===== src/rtl/avalon_mm_pkg.sv =====
// Shared definitions for the Avalon-MM pipeline bridge.
// Holds the default-width command record and its width constants.
package avalon_mm_pkg;

    localparam int CMD_ADDR_W = 20;
    localparam int CMD_DATA_W = 16;
    localparam int CMD_BE_W   = CMD_DATA_W / 8;

    // One buffered bus command; is_write selects write vs read.
    typedef struct packed {
        logic [CMD_ADDR_W-1:0] address;
        logic [CMD_BE_W-1:0]   byteenable;
        logic [CMD_DATA_W-1:0] writedata;
        logic                  is_write;
    } cmd_t;

endpackage


===== src/rtl/avalon_mm_cmd_fifo.sv =====
// Two-entry in-order command buffer with registered full/empty flags.
// Ports: clk/rst, push + push_data, pop, full, empty, head (oldest entry).
module avalon_mm_cmd_fifo
    import avalon_mm_pkg::*;
#(
    parameter type T = cmd_t
) (
    input  logic clk,
    input  logic rst,
    input  logic push,
    input  T     push_data,
    input  logic pop,
    output logic full,
    output logic empty,
    output T     head
);

    T     mem [2];
    logic wr_ptr;
    logic rd_ptr;

    always_ff @(posedge clk) begin
        if (rst) begin
            wr_ptr <= 1'b0;
            rd_ptr <= 1'b0;
            full   <= 1'b0;
            empty  <= 1'b1;
        end else begin
            if (push) wr_ptr <= ~wr_ptr;
            if (pop)  rd_ptr <= ~rd_ptr;
            // Flags only move on push-only or pop-only cycles.
            unique case ({push, pop})
                2'b10: begin
                    full  <= ~empty;
                    empty <= 1'b0;
                end
                2'b01: begin
                    full  <= 1'b0;
                    empty <= ~full;
                end
                default: ;
            endcase
        end
    end

    // Payload needs no reset: empty entries are never presented.
    always_ff @(posedge clk) begin
        if (push) mem[wr_ptr] <= push_data;
    end

    assign head = mem[rd_ptr];

endmodule


===== src/rtl/avalon_mm_pipe_bridge.sv =====
// Avalon-MM pipeline bridge: buffers slave commands, throttles reads to
// MAX_PENDING outstanding, returns read data one cycle later, flags
// orphan responses on err. Ports: clk, rst, s_* slave side, m_* master.
module avalon_mm_pipe_bridge
    import avalon_mm_pkg::*;
#(
    parameter int ADDR_W      = 20,
    parameter int DATA_W      = 16,
    parameter int MAX_PENDING = 4
) (
    input  logic                clk,
    input  logic                rst,
    input  logic [ADDR_W-1:0]   s_address,
    input  logic                s_read,
    input  logic                s_write,
    input  logic [DATA_W/8-1:0] s_byteenable,
    input  logic [DATA_W-1:0]   s_writedata,
    output logic                s_waitrequest,
    output logic [DATA_W-1:0]   s_readdata,
    output logic                s_readdatavalid,
    output logic [ADDR_W-1:0]   m_address,
    output logic                m_read,
    output logic                m_write,
    output logic [DATA_W/8-1:0] m_byteenable,
    output logic [DATA_W-1:0]   m_writedata,
    input  logic                m_waitrequest,
    input  logic [DATA_W-1:0]   m_readdata,
    input  logic                m_readdatavalid,
    output logic                err
);

    localparam int BE_W   = DATA_W / 8;
    localparam int PEND_W = $clog2(MAX_PENDING + 1);

    // Same layout as cmd_t, sized by this instance's parameters.
    typedef struct packed {
        logic [ADDR_W-1:0] address;
        logic [BE_W-1:0]   byteenable;
        logic [DATA_W-1:0] writedata;
        logic              is_write;
    } bridge_cmd_t;

    bridge_cmd_t       push_cmd;
    bridge_cmd_t       head;
    logic              full;
    logic              empty;
    logic              accept;
    logic              issue;
    logic              issue_read;
    logic              rsp_ok;
    logic [PEND_W-1:0] pending;

    // Read+write together is taken as a write.
    assign accept   = (s_read | s_write) & ~full;
    assign push_cmd = '{
        address:    s_address,
        byteenable: s_byteenable,
        writedata:  s_writedata,
        is_write:   s_write
    };

    avalon_mm_cmd_fifo #(
        .T(bridge_cmd_t)
    ) u_fifo (
        .clk      (clk),
        .rst      (rst),
        .push     (accept),
        .push_data(push_cmd),
        .pop      (issue),
        .full     (full),
        .empty    (empty),
        .head     (head)
    );

    assign s_waitrequest = full;

    assign m_address    = head.address;
    assign m_byteenable = head.byteenable;
    assign m_writedata  = head.writedata;
    assign m_write      = ~empty & head.is_write;
    assign m_read       = ~empty & ~head.is_write
                        & (pending < PEND_W'(MAX_PENDING));

    assign issue      = (m_read | m_write) & ~m_waitrequest;
    assign issue_read = m_read & ~m_waitrequest;
    // A response with nothing outstanding is an orphan and is dropped.
    assign rsp_ok     = m_readdatavalid & (pending != '0);

    always_ff @(posedge clk) begin
        if (rst) begin
            pending         <= '0;
            err             <= 1'b0;
            s_readdata      <= '0;
            s_readdatavalid <= 1'b0;
        end else begin
            if (issue_read & ~rsp_ok)
                pending <= pending + PEND_W'(1);
            else if (~issue_read & rsp_ok)
                pending <= pending - PEND_W'(1);
            if (m_readdatavalid & ~rsp_ok)
                err <= 1'b1;
            s_readdatavalid <= rsp_ok;
            if (rsp_ok)
                s_readdata <= m_readdata;
        end
    end

endmodule


===== config.mk =====
export PLATFORM = sky130hd
export DESIGN_NAME = avalon_mm_pipe_bridge
export DESIGN_NICKNAME = d
export VERILOG_FILES = /design/src/rtl/avalon_mm_pkg.sv /design/src/rtl/avalon_mm_cmd_fifo.sv /design/src/rtl/avalon_mm_pipe_bridge.sv
export SDC_FILE = /design/constraint.sdc
export NUM_CORES = 1
export LEC_CHECK = 0
export ABC_AREA = 1
export CORE_MARGIN = 8
export CORE_UTILIZATION = 40
export DETAILED_ROUTE_END_ITERATION = 16
export PLACE_DENSITY = 0.67
export SLEW_MARGIN = 10
export SYNTH_ARGS = -nofsm -noshare
export SYNTH_HDL_FRONTEND = slang
export SYNTH_SLANG_ARGS = --single-unit
export TNS_END_PERCENT = 5

===== constraint.sdc =====
create_clock -name clk -period 6.1 [get_ports clk]
set_clock_uncertainty 0.1 [all_clocks]
set_input_delay 0.61 -clock clk [delete_from_list [all_inputs] [get_ports clk]]
set_output_delay 0.61 -clock clk [all_outputs]
set_load 0.005 [all_outputs]

==> impl_metrics.tcl <==
set metrics [dict create \
    yosysWarningCount 0 \
    layout_commonest_cell "nand2_1" \
    h-tree-depth 3 \
    criticalPathCategory "reg -> out" \
    fp-row-count 36 \
    antenna_cells 0 \
    cts_resized 0 \
    antenna_found_initial 0 \
    path_max_fanout 39 \
    avgRoutedWirePerCell_um 15.1 \
    numCtsBuffers 9 \
    place_area_um2 5230 \
    synth_top_area_frac 0.594 \
    coreArea_um2 9680 \
    grtUsageMet2 0.212 \
    peakVddDrop_v 0.000168 \
    yosysSeqAreaShare 0.726 \
    cts_setup_buffers 0 \
    crit_buf_inv 2 \
    grt_overflow_total 0 \
    syn-cell-area_um2 3940 \
    cp-start-kind "flop" \
    die_h_um 115 \
    fin_nets 516 \
    track_usage 0.134 \
    vias 2771 \
    end_kind "output port" \
    slowest_stage "clkdlybuf4s50_1" \
    postRouteAntennaNets 0 \
    synth_seq_cells 104 \
    clk_latency_ns 0.35 \
    critPathRequiredTime_ns 5.39 \
    first_pass_iters 4 \
    drive_above_1_share 0.0873 \
    clock-sinks 104 \
    synthesis.nets 400 \
    dp_hpwl_mm 6.16 \
    grt_max_degree 40 \
    wl_mm 8.93 \
    cts_tree "built" \
    multiInputGateArea_um2 952 \
    rsz0062_at_grt "no" \
    max-cap-violations 0 \
    grt_util_met3 0.0467 \
    synth_top_area_cell "edfxtp_1" \
    syn_to_final_growth_pct 38.7 \
    grt_first_pass_wirelength_mm 13.9 \
    hp-class "reg -> reg" \
    floorplan.initialDensity 0.407 \
    cp.arrival_ns 2.12 \
    fillers 842 \
    clk_path_buf_depth 2 \
    fmax_mhz 353 \
    drt-initial-drc-count 134 \
    fin_crit_sh 0.464 \
    port-buffer-count 118 \
    yosys.cell_types.count 22 \
    fin_crit_ns 2.83 \
    slew_headroom 0.221 \
    grt_pass1_vias 2838 \
    drc 0 \
    busiest_layer "met2" \
    fin_setup_tns_ns 0 \
    avgSynthCellArea_um2 11.7 \
    hold_buffers 0 \
    leakage_nw 2.08 \
    netlist_top_cells_area "edfxtp_1 (59%), dfxtp_1 (13%), nand2_1 (12%)" \
    critPathMaxStageDelay_ns 0.56 \
    crit_chain "inv_2 -> nand2_1 -> a21oi_1 -> clkdlybuf4s50_1" \
    die_x_um 115 \
    clk_pin_slew_ns 0.09 \
    slew_viol_final 0 \
    place.gp.congestion 0.743 \
    final_cell_mix "nand2_1 (130), clkdlybuf4s50_1 (118), edfxtp_1 (78), dfxtp_1 (26)" \
    stdcell_area_um2 5470 \
    regArea_um2 2860 \
    met1_usage 0.163 \
    status "finished clean" \
    fp.dieArea_um2 13300 \
    cp_top_family "buffers and inverters" \
    power_density_nw_per_um2 387 \
    hold_violations 0 \
    setup_violations 0 \
    syn_inst 337 \
    ios 119 \
    tightest_slew_ns 1.17 \
    root_buffer "clkbuf_8" \
    via_per_inst 4.69 \
]
## sequential cells by signal, indices dropped and copies added (netlist names), named ones only
name / cells
u_fifo.empty: 1
pending: 3
err: 1
s_readdatavalid: 1
u_fifo.wr_ptr: 1
s_readdata: 16
u_fifo.rd_ptr: 1
u_fifo.mem: 78
u_fifo.full: 1
## layer usage
layer	vias to the layer above	part of all wire
met1	1311	0.46
li1	1356	-
met2	93	0.44
met5	-	0
met4	0	0.013
met3	11	0.088
## stage by stage
stage | util | hold slack (ns) | power, mW | std cells | setup WS [ns]
after floorplan | - | 0.347 | 1.31 | 337 | 3.18
after global placement | 0.540 | 0.343 | 1.62 | 575 | 3.12
after detailed placement | 0.540 | 0.351 | 1.64 | 575 | 3.06
after CTS | 0.565 | 0.367 | 2.14 | 591 | 3.23
after global routing | 0.565 | 0.386 | 2.23 | 591 | 3.08
final | 0.565 | 0.361 | 2.11 | 591 | 3.27
## worst paths after layout
check	from	depth (start not counted)	slack (ns)	endpoint
setup / recovery	flop	4	3.27	m_read
hold / removal	err$_SDFFE_PP0P_	2	0.36	err$_SDFFE_PP0P_
setup reg to reg	flop	12	3.55	pending[2]$_SDFFE_PP0P_
hold reg to reg	err$_SDFFE_PP0P_	2	0.36	err$_SDFFE_PP0P_
## worst reg2reg max path: cells and delay by family, from the launching register on
family | cells | cell delay [ns]
AND/OR/NAND/NOR | 4 | 0.39
buffers and inverters | 3 | 0.63
flip-flops | 1 | 0.32
adder cells (fa/ha/maj) | 2 | 0.53
AO/OA/AOI/OAI | 3 | 0.49
## report_power, final
group / switching [mW] / leakage [nW] / internal [mW]
clock: 0.227 / 0.123 / 0.276
combinational: 0.340 / 1.00 / 0.314
sequential: 0.0472 / 0.956 / 0.910
total: 0.614 / 2.08 / 1.50
## final cells by class
cell class / instances / area share
sequential: 104 / 0.523
timing repair buffer: 119 / 0.217
multi-input combinational: 204 / 0.174
tap: 133 / 0.0304
clock buffer: 10 / 0.0233
clock inverter: 6 / 0.0210
inverter: 15 / 0.0103
## Yosys cell counts
master,n
o21ai_0,5
nand4_1,1
clkbuf_1,3
nand2_4,1
o21ai_1,1
nor2_1,9
inv_2,4
dfxtp_1,26
inv_1,11
buf_4,2
buf_2,8
a21oi_2,8
edfxtp_1,78
a21oi_1,18
nand2_2,8
nand2_1,130
nand3_1,18
nor3_1,1
buf_12,1
fa_1,1
nand3_4,1
ha_1,2
## cell families after synthesis
kind of cell | Yosys count | synth area share
flip-flops | 104 | 0.726
AND/OR/NAND/NOR | 169 | 0.178
adder cells (fa/ha/maj) | 3 | 0.0114
AO/OA/AOI/OAI | 32 | 0.0482
buffers and inverters | 29 | 0.0362
No activity file was read; power rests on OpenSTA's default activity.
